### config.mk
export PLATFORM = sky130hd
export DESIGN_NAME = regfile_write_arbiter
export DESIGN_NICKNAME = d
export VERILOG_FILES = /design/src/rtl/regfile_write_arbiter.sv
export SDC_FILE = /design/constraint.sdc
export NUM_CORES = 1
export LEC_CHECK = 0
export BUFFER_PORTS_ARGS = -buffer_cell sky130_fd_sc_hd__buf_2
export CELL_PAD_IN_SITES_DETAIL_PLACEMENT = 2
export CELL_PAD_IN_SITES_GLOBAL_PLACEMENT = 2
export CORE_MARGIN = 5
export CORE_UTILIZATION = 25
export CTS_CLUSTER_DIAMETER = 120
export DETAILED_ROUTE_END_ITERATION = 16
export PLACE_DENSITY_LB_ADDON = 0.1
export SYNTH_ARGS = -nofsm -noshare
export SYNTH_HDL_FRONTEND = slang
export SYNTH_SLANG_ARGS = --single-unit
### constraint.sdc
create_clock -name clk -period 2 [get_ports clk]
set_input_delay 0 -clock clk [delete_from_list [all_inputs] [get_ports clk]]
set_output_delay 0 -clock clk [all_outputs]
set_load 0.1 [all_outputs]
### src/rtl/regfile_write_arbiter.sv
// Arbitrates the register-file write port between WB and the MDU, tracks pending
// MDU destinations for decode hazards, and forces a steal cycle when the MDU starves.
`timescale 1ns/1ps
module regfile_write_arbiter #(
  parameter int unsigned STARVE_LIMIT = 4
) (
  input  logic        clk,
  input  logic        reset_n,
  input  logic        wb_RegWrite,
  input  logic [4:0]  wb_reg,
  input  logic [31:0] wb_data,
  input  logic        mdu_valid,
  input  logic [4:0]  mdu_reg,
  input  logic [31:0] mdu_data,
  output logic        mdu_ready,
  input  logic        issue_valid,
  input  logic [4:0]  issue_reg,
  input  logic [4:0]  rs,
  input  logic [4:0]  rt,
  output logic        hazard_stall,
  output logic        pipe_stall,
  output logic        RegWrite,
  output logic [4:0]  write_register,
  output logic [31:0] write_data
);

  localparam int unsigned DATA_W     = 32;
  localparam logic [3:0]  STARVE_MAX = 4'(STARVE_LIMIT - 1);

  typedef enum logic {IDLE, STEAL} state_t;

  state_t             state_q, state_d;
  logic [3:0]         starve_q, starve_d;
  logic [31:0]        busy_q, busy_d;

  logic               sel_mdu;
  logic               grant;
  logic               we_sel;
  logic [4:0]         reg_sel;
  logic [DATA_W-1:0]  data_sel;
  logic               handshake;

  // Port selection: WB wins in IDLE, the MDU owns the port during a steal
  always_comb begin
    sel_mdu = 1'b0;
    grant   = 1'b0;
    case (state_q)
      IDLE: begin
        if (!wb_RegWrite && mdu_valid) begin
          sel_mdu = 1'b1;
          grant   = 1'b1;
        end
      end
      STEAL: begin
        sel_mdu = 1'b1;
        grant   = 1'b1;
      end
      default: begin
        sel_mdu = 1'b0;
        grant   = 1'b0;
      end
    endcase
  end

  assign we_sel    = sel_mdu ? mdu_valid : wb_RegWrite;
  assign reg_sel   = sel_mdu ? mdu_reg   : wb_reg;
  assign data_sel  = sel_mdu ? mdu_data  : wb_data;
  assign handshake = mdu_valid && grant;

  // r0 writes are dropped, but the MDU handshake still completes
  assign RegWrite       = reset_n && we_sel && (reg_sel != 5'd0);
  assign write_register = reset_n ? reg_sel  : 5'd0;
  assign write_data     = reset_n ? data_sel : '0;
  assign mdu_ready      = reset_n && grant;
  assign pipe_stall     = (state_q == STEAL);

  // Starvation tracking and steal scheduling
  always_comb begin
    state_d  = IDLE;
    starve_d = 4'd0;
    if (state_q == IDLE && mdu_valid && !grant) begin
      if (starve_q == STARVE_MAX) begin
        state_d = STEAL;
      end else begin
        starve_d = starve_q + 4'd1;
      end
    end
  end

  // Scoreboard: a new issue overrides a completion to the same register
  always_comb begin
    busy_d = busy_q;
    if (handshake) begin
      busy_d[mdu_reg] = 1'b0;
    end
    if (issue_valid && issue_reg != 5'd0) begin
      busy_d[issue_reg] = 1'b1;
    end
    busy_d[0] = 1'b0;
  end

  always_ff @(posedge clk or negedge reset_n) begin
    if (!reset_n) begin
      state_q  <= IDLE;
      starve_q <= 4'd0;
      busy_q   <= 32'd0;
    end else begin
      state_q  <= state_d;
      starve_q <= starve_d;
      busy_q   <= busy_d;
    end
  end

  assign hazard_stall = ((rs != 5'd0) && busy_q[rs]) || ((rt != 5'd0) && busy_q[rt]);

endmodule

## Yosys cells after proc, flatten, opt, wreduce, memory -nomap -nowiden

Cells that the tools add are included.

| operators by class | value |
|---|---|
| add/sub/neg operators | 1 |
| multipliers | 0 |
| div/mod/pow operators | 0 |
| magnitude comparators | 6 |
| eq/ne operators | 1 |
| shift-type cells | 0 |
| mux-type cells | 21 |
| bitwise gates (word level) | 4 |
| reduce and logical (&&, ||, !) cells | 19 |

Operator list:

| cell | count |
|---|---|
| 32-bit two-way mux | 4 |
| 32-bit bitwise AND | 1 |
| 32-bit NOT | 1 |
| 32-bit OR | 1 |
| 5-bit by 6-bit < comparator with 1-bit output (second input constant) | 4 |
| 5-bit nonzero test | 4 |
| 1-bit logical AND | 12 |
| 1-bit binary-select mux with 5-bit select | 2 |
| 1-bit demux with 5-bit select | 2 |
| 5-bit by 1-bit >= comparator with 1-bit output (second input constant) | 2 |
| 5-bit two-way mux | 2 |
| 1-bit two-way mux | 8 |
| 4-bit two-way mux | 2 |
| 4-bit by 1-bit adder with 4-bit output (second input constant) | 1 |
| 4-bit by 2-bit equality test with 1-bit output (second input constant) | 1 |
| 1-bit logical NOT | 2 |
| 1-bit case mux with 2 select lines | 1 |
| 1-bit logical OR | 1 |
| 1-bit NOT | 1 |

| storage, ports and cells | value |
|---|---|
| register bits after elaboration | 36 |
| bits in latches | 0 |
| bits in writable memories | 0 |
| memory bits (read-only) | 0 |
| input bits | 94 |
| memories kept | 0 |

## Depth between registers and ports, before layout

Gate-level depths: netlist of the first run.

| depth | value |
|---|---|
| word-level depth | 9 |
| depth in mapped cells | 6 |

## Least setup slack after synthesis of the first run

Ideal clock, no wire load.

| timing | value |
|---|---|
| path kind | reg2out |
| from | register state_q (netlist: pipe_stall) |
| to | output port write_data[10] |
| arrival | 3.897 ns |
| path slack | -1.897 ns |
| cell stages (with the launch flop) | 5 |
| path buffers | 1 |
| cell sequence | dfrtp_1 -> a21oi_1 -> clkbuf_1 -> nand2_1 -> a21boi_0 |

| between the ends | value |
|---|---|
| word-level cells in the longest chain between the ends | 4 |

RTL lines:

| element | RTL line | RTL |
|---|---|---|
| start: declaration | 32 | `state_t state_q, state_d;` |
| start signal: assignment | 108 | `state_q <= state_d;` |
| 1-bit NOT | -- |  |
| 1-bit case mux with 2 select lines (*) | 47 | `case (state_q)` |
| 32-bit two-way mux (*) | 67 | `assign data_sel = sel_mdu ? mdu_data : wb_data;` |
| 32-bit two-way mux (*) | 73 | `assign write_data = reset_n ? data_sel : '0;` |
| end: declaration | 24 | `output logic [31:0] write_data` |

Mark *: on every way between the ends. The rest lies on a longest branch, timed or not.

## Final worst setup path of the first run

| timing | value |
|---|---|
| from | register busy_q[13] |
| to | output port hazard_stall |

| between the ends | value |
|---|---|
| word-level cells in the longest chain between the ends | 4 |
| elaborated cells between the ends (all ways) | 7 |
| those cells by class | mux: 4; reduce/logical: 3 |

RTL lines:

| element | RTL line | RTL |
|---|---|---|
| start: declaration | 34 | `logic [31:0] busy_q, busy_d;` |
| start signal: assignment | 110 | `busy_q <= busy_d;` |
| 1-bit binary-select mux with 5-bit select | 114 | `assign hazard_stall = ((rs != 5'd0) && busy_q[rs]) \|\| ((rt != 5'd0) && busy_q[rt]);` |
| 1-bit two-way mux (not written as such) | 114 |  |
| 1-bit logical AND | 114 |  |
| 1-bit logical OR (*) | 114 |  |
| end: declaration | 20 | `output logic hazard_stall,` |

Mark *: on every way between the ends. The rest lies on a longest branch, timed or not. The select of a mux whose other input is x is not followed.

==> results of run 1 <==
## worst max-delay path, delay by kind of cell, from the launching register on
family	cells	cell delay, ns
AO/OA/AOI/OAI	1	0.09
multiplexers	1	0.48
AND/OR/NAND/NOR	2	0.50
flip-flops	1	0.41
buffers and inverters	1	0.21
## cell usage in the layout, fill, tap and decap left out, types with 6 or more instances in the layout
cell,netlist,layout
sky130_fd_sc_hd__buf_2,2,94
sky130_fd_sc_hd__nand2_1,90,90
sky130_fd_sc_hd__buf_12,0,40
sky130_fd_sc_hd__o21ai_0,37,37
sky130_fd_sc_hd__a21boi_4,0,37
sky130_fd_sc_hd__dfrtp_1,36,35
sky130_fd_sc_hd__a22o_1,11,11
sky130_fd_sc_hd__mux4_2,11,11
sky130_fd_sc_hd__nor3b_1,9,9
sky130_fd_sc_hd__nand3b_1,9,9
sky130_fd_sc_hd__nor2_1,9,9
sky130_fd_sc_hd__buf_4,0,7
sky130_fd_sc_hd__mux2_2,6,6
## worst max-delay path by stage
stage | startpoint | to | slack (ns) | cells past startpoint
after global routing | busy_q[30] | hazard_stall | -0.04 | 5
after detailed placement | pipe_stall | busy_q[18] | 0.23 | 4
after floorplan | busy_q[13] | hazard_stall | -0.18 | 4
after global placement | pipe_stall | busy_q[18] | 0.28 | 4
final | busy_q[13] | hazard_stall | 0.04 | 5
after CTS | busy_q[13] | hazard_stall | 0.003 | 5
## routing by layer
metal	part of all wire, %	vias to the layer above	wire length (um)	track usage, %
met2	51	105	6780	35.4
met4	0.89	6	117	3.09
met1	38	1622	5010	22.1
met3	9.3	15	1220	8.24
li1	-	1488	-	-
met5	0.28	-	37	0
## state kept, by name, summed over array words and instances (netlist names)
| signal | count |
|---|---|
| starve_q | 4 |
| busy_q | 31 |
| pipe_stall | 1 |
## where the power goes
group	total (mW)	switching [mW]	internal (mW)
clock network	0.773	0.314	0.459
registers	1.02	0.139	0.883
logic	1.48	0.851	0.628
total	3.27	1.30	1.97
## repair_timing
action | 4_1_cts | 5_1_grt
hold buffers | 1 | 0
setup endpoints to repair | 1 | 1
endpoints found under the hold margin | 36 | 0
resized for setup | 1 | 2
## final cells by class
type | count | share of cell area, %
Multi-Input combinational cell | 280 | 46.7
Timing Repair Buffer | 143 | 27.8
Sequential cell | 36 | 18.7
Tap cell | 140 | 3.62
Clock buffer | 5 | 2.59
Clock inverter | 3 | 0.388
Inverter | 2 | 0.155
## stage by stage
step	cells	utilization (%)
finish	609	44.2
global route	609	44.2
CTS	609	44.2
detailed placement	600	42.7
global placement	600	42.7
floorplan	341	-
## kinds of logic (layout without fill, tap and decap cells)
group                    Yosys count  count (layout)  synth area share (%)
AO/OA/AOI/OAI                    105             105                  25.1
XOR/XNOR                           1               1                 0.311
adder cells (fa/ha/maj)            1               1                 0.445
buffers and inverters             25             153                  3.42
flip-flops                        36              36                  32.0
multiplexers                      18              18                  11.6
AND/OR/NAND/NOR                  155             155                  27.2
==> impl_results.md, run 1 <==
- Element type at the critical path start: flip-flop
- Remaining global-route overflow: 0
- Origin of the critical flop-to-flop path: pipe_stall
- Maximum number of pins on one net before global-route repair: 39
- Maximum frequency from static timing analysis: roughly 0.51 GHz
- Average footprint of a synthesized cell: between 8 and 9 um2
- Minimum clock period: ~2 ns
- Most used DFF post-synth: sky130_fd_sc_hd__dfrtp_1
- Power per cell area: approximately 680 nW/um2
- Crit Reg-Reg Endpoint: busy_q[18]
- Share of the yosys chip area belonging to registers: 32.0%
- Async SR Flop Fraction: 100%
- First-pass GRT wire length: 20600 um
- Lkg Pwr: approximately 2.1 nW
- Post-route DRC: 0
- Worst setup timing slack at the placement stage: between 0.2 and 0.25 ns
- Port buffer count: between 100 and 150
- Setup Skew: between 0.004 and 0.005 ns
- Setup repair after global routing missed its margin: yes
- Netlist cell types: slightly above 40
- Iteration-0 DRC count of the detailed router: 170
- Wire per inst: 21.6 um
- Register bit total from synthesis: 36
- Post-Place Cell Area: 4670 um2
- Most common library cells after synthesis: sky130_fd_sc_hd__nand2_1, sky130_fd_sc_hd__a21boi_0, sky130_fd_sc_hd__o21ai_0, sky130_fd_sc_hd__dfrtp_1, sky130_fd_sc_hd__clkbuf_1
- Routability congestion estimate: 0.805
- Biggest fanout along the worst timing path: 3
- Category of the critical setup timing path: flip-flop to output pin
- Area inside the core boundary: approximately 11000 um2
- Number of nets in the synthesized netlist: 436
- Area of the die: roughly 13000 um2
- Class of the tightest hold or removal check: primary input to flip-flop
- Worst slack on hold paths: roughly 0.060 ns
- Number of optimization iterations in the first detailed-route pass: 4
- Top-level I/O count: 135
- R2r worst-path depth: 4
- Slowest-stage cell, CP: sky130_fd_sc_hd__mux4_2
- Kind of capture point of the worst setup path: output pin
- Post-route cell area: around 4800 um2
- TritonCTS clock tree: done
- Area growth from synthesis to final layout: 71.8%
- Ratio of cells with drive above 1 in the final layout: between 40% and 50%
- Share of the synthesized area in the top cell type: around a third
- Endpoint required time on the critical path: 2.00 ns
- Final Hold Viols: 0
- Clock latency of the later-clocked register in the worst-skew pair: approximately 0.28 ns
- Initial antenna violation count: 3
- Final Total Pwr: about 3.3 mW
- Maximum clock insertion buffer count: 2
- Number of standard cells after synthesis: roughly 340
- Fill cell count: 1207
- Clock transition time at the flip-flop clock pins of the worst setup and hold paths: 0.06 ns
- Endpoint of the worst hold-timing path: pipe_stall
- Number of setup violations in the final report: 0
- Cells taking the most area after synthesis: sky130_fd_sc_hd__dfrtp_1, sky130_fd_sc_hd__nand2_1, sky130_fd_sc_hd__a21boi_0
- Synth warn: 0
- Via count: ~3200
- Worst slew slack as a fraction of its limit: between 40% and 50%
- Setup Buffers After CTS: 0
- Register-to-register path setup slack: approximately 0.21 ns
- Status: finished, final reports clean
- Routed Antenna Nets: 0
- Wire length after detailed routing: around 13000 um
- Combined area of the multi-input logic cells: 2260 um2
- Final antenna diode count: 0
- GRT Overall Usage: 19.6%
- Instance count along the most critical hold path: 2
- Post-synth EDFFs: 0
- Worst-margin pin slew: ~0.77 ns
- Max cap viols: 0
- Largest incremental delay on the critical path: roughly 0.48 ns
- Sinks on Clock Net: 36
- Number of clock buffers inserted by TritonCTS: 5
- Mapped Area: ~2800 um2
- Die height: 116 um
- Initial cell density of the core: 25.7%
- Top-count cell post-synth: sky130_fd_sc_hd__nand2_1
- Final WS setup: 0.0352 ns
- H-tree depth reported by CTS: 2
- Site Rows: 38
- Beginning of the worst hold path: mdu_valid
- Max-slew violations: 0
- Area taken by flip-flops and latches: between 900 and 1000 um2
- Die Span X: 116 um
- Number of global-route vias before repair: roughly 3700
- Mean number of vias per cell: ~5.3
- Library cell occupying the most area in the post-synthesis netlist: sky130_fd_sc_hd__dfrtp_1
- Cell at the root of the clock tree: sky130_fd_sc_hd__clkbuf_16
- Setup TNS: 0 ns
- Critical path data arrival time: ~2.0 ns
- Detail Placement HPWL: approximately 11000 um
- Total Nets Final: roughly 560
- Final period util: between 90% and 100%
- CP Cell Sequence: mux4_2 > or3b_4 > o211ai_1 > nand4_1 > buf_6
- Maximum ir drop on the vdd rail: roughly 0.37 mV
(Power assumes the default switching activity.)
==> run 2: changes to the inputs <==
- RECOVER_POWER: default -> 100
==> run 2 against run 1 <==
- critical path depth did not move
- critical endpoint unchanged
- count of clock-buffer cells in the layout did not move
- via count rose by 0.96%
- die area did not move
- cell count did not move
- register-to-register slack got worse by 0.06 ns
==> impl_results.md, run 2 (synthesized netlist as in run 1, its figures left out) <==
- Status: finished, final reports clean
- Final Total Pwr: 3.16 mW
- Number of optimization iterations in the first detailed-route pass: 4
- Biggest fanout along the worst timing path: 3
- Post-Place Cell Area: 4670 um2
- Initial antenna violation count: 3
- Maximum ir drop on the vdd rail: approximately 0.37 mV
- Port buffer count: approximately 130
- Ratio of cells with drive above 1 in the final layout: 44.8%
- First-pass GRT wire length: a little over 20000 um
- Largest incremental delay on the critical path: roughly 0.47 ns
- Site Rows: 38
- Final period util: between 90 and 100%
- Most common cell after layout, fill and taps aside: sky130_fd_sc_hd__buf_2
- Setup TNS: 0 ns
- Max cap viols: 0
- Clock latency of the later-clocked register in the worst-skew pair: 0.28 ns
- Remaining global-route overflow: 0
- Class of the tightest hold or removal check: primary input to flip-flop
- Mean number of vias per cell: roughly 5.4
- Cell at the root of the clock tree: sky130_fd_sc_hd__clkbuf_16
- Top library cells by usage in the layout, fill and taps aside: sky130_fd_sc_hd__buf_2, sky130_fd_sc_hd__nand2_1, sky130_fd_sc_hd__o21ai_0, sky130_fd_sc_hd__a21boi_4, sky130_fd_sc_hd__buf_6
- Family with the most delay on the worst path: simple AND/OR/NAND/NOR gates
- Endpoint required time on the critical path: around 2 ns
- Slowest-stage cell, CP: sky130_fd_sc_hd__mux4_2
- Setup Buffers After CTS: 0
- Lkg Pwr: 2.02 nW
- Area growth from synthesis to final layout: 59.7%
- Routability congestion estimate: between 0.8 and 0.9
- Post-route DRC: 0
- Die height: approximately 120 um
- Die Span X: 116 um
- Fill cell count: about 1300
- Post-route cell area: about 4500 um2
- GR met3 Demand/Resource: under 10%
- Met1 track demand over resource in global routing: around 22%
- Max-slew violations: 0
- Maximum number of pins on one net before global-route repair: 39
- Routed Antenna Nets: 0
- Wire length after detailed routing: roughly 13000 um
- Setup repair after global routing missed its margin: yes
- Total Nets Final: between 500 and 600
- Origin of the critical flop-to-flop path: pipe_stall
- Initial cell density of the core: between 20% and 30%
- Number of clock buffers inserted by TritonCTS: 5
- Worst-margin pin slew: 1.21 ns
- Wire per inst: roughly 22 um
- Final antenna diode count: 0
- Worst slew slack as a fraction of its limit: 19.6%
- Number of setup violations in the final report: 0
- Area inside the core boundary: between 10000 and 15000 um2
- Levels on crit path: 5
- Kind of capture point of the worst setup path: output pin
- Element type at the critical path start: flip-flop
- Power per cell area: 703 nW/um2
- Via count: roughly 3300
- Register-to-register path setup slack: about 0.15 ns
- Sinks on Clock Net: 36
- H-tree depth reported by CTS: 2
- Setup Skew: between 0.004 and 0.005 ns
- Count of buffer and inverter cells on the critical path: 1
- Most Crowded Layer GR: met2
- Worst setup timing slack at the placement stage: 0.228 ns
- Worst setup path endpoint: hazard_stall
- Detail Placement HPWL: ~11000 um
- Category of the critical setup timing path: flip-flop to output pin
- Max FFs per register: 31
- Worst slack on hold paths: slightly above 0.06 ns
- Final Hold Viols: 0
- R2r worst-path depth: 4
- TritonCTS clock tree: done
- Minimum clock period: approximately 2 ns
- Launching element of the worst setup path: busy_q[13]
- Global routing usage on met2: between 30% and 40%
- Crit Reg-Reg Endpoint: busy_q[18]
- CP Cell Sequence: mux4_2 > or3b_4 > o211ai_1 > nand4_1 > buf_6
- Top-level I/O count: around 140
- Iteration-0 DRC count of the detailed router: 155
- GRT Overall Usage: approximately a fifth
- Number of global-route vias before repair: 3721
- Maximum frequency from static timing analysis: 0.510 GHz
- Area of the die: approximately 13000 um2
- Critical path data arrival time: slightly below 2 ns
- Final WS setup: ~0.038 ns
- Most flop-heavy register: busy_q
- Maximum clock insertion buffer count: 2
- Clock transition time at the flip-flop clock pins of the worst setup and hold paths: 0.06 ns
## run 2: cell count changes in the layout (fill, tap and decap cells not counted), sizes merged
cell,previous run,this run
buf,142,135
clkbuf,5,12
## run 2: area by class of cell
class / count / area, um2 / share of cell area [%]
multi-input cells: 280 / 2260 / 50.2
flip-flops and latches: 36 / 905 / 20.1
well taps: 140 / 175 / 3.90
clock buffers: 5 / 125 / 2.78
inverters: 2 / 7.51 / 0.167
clock inverters: 3 / 18.8 / 0.418
repair buffers: 143 / 1010 / 22.4
## run 2: layer usage
metal | up-vias | part of all wire (%)
li1 | 1491 | -
met1 | 1639 | 38
met2 | 115 | 51
met3 | 16 | 9.6
met4 | 6 | 0.98
met5 | - | 0.28
## run 2: where the power goes
part	switching, mW	internal (mW)	total [mW]
logic	0.834	0.532	1.37
registers	0.139	0.883	1.02
clock network	0.312	0.459	0.771
## run 2: repair_timing
action	CTS	global route
hold buffers	1	0
setup endpoints to repair	1	1
endpoints found under the hold margin	36	0
gates resized for setup	1	2
## run 2: worst min-delay path by stage
stage	startpoint	end	slack (ns)	depth (start not counted)
2_1_floorplan	reset_n	busy_q[10]	-0.30	0
3_3_place_gp	reset_n	pipe_stall	0.10	2
3_5_place_dp	reset_n	starve_q[1]	0.12	2
4_1_cts	mdu_valid	pipe_stall	0.06	2
5_1_grt	mdu_valid	pipe_stall	0.07	2
6_report	mdu_valid	pipe_stall	0.06	2
## run 2: per-stage QoR
step | std cells | utilization (%)
finish | 609 | 41.1
global route | 609 | 41.1
CTS | 609 | 44.2
detailed placement | 600 | 42.7
global placement | 600 | 42.7
floorplan | 341 | -
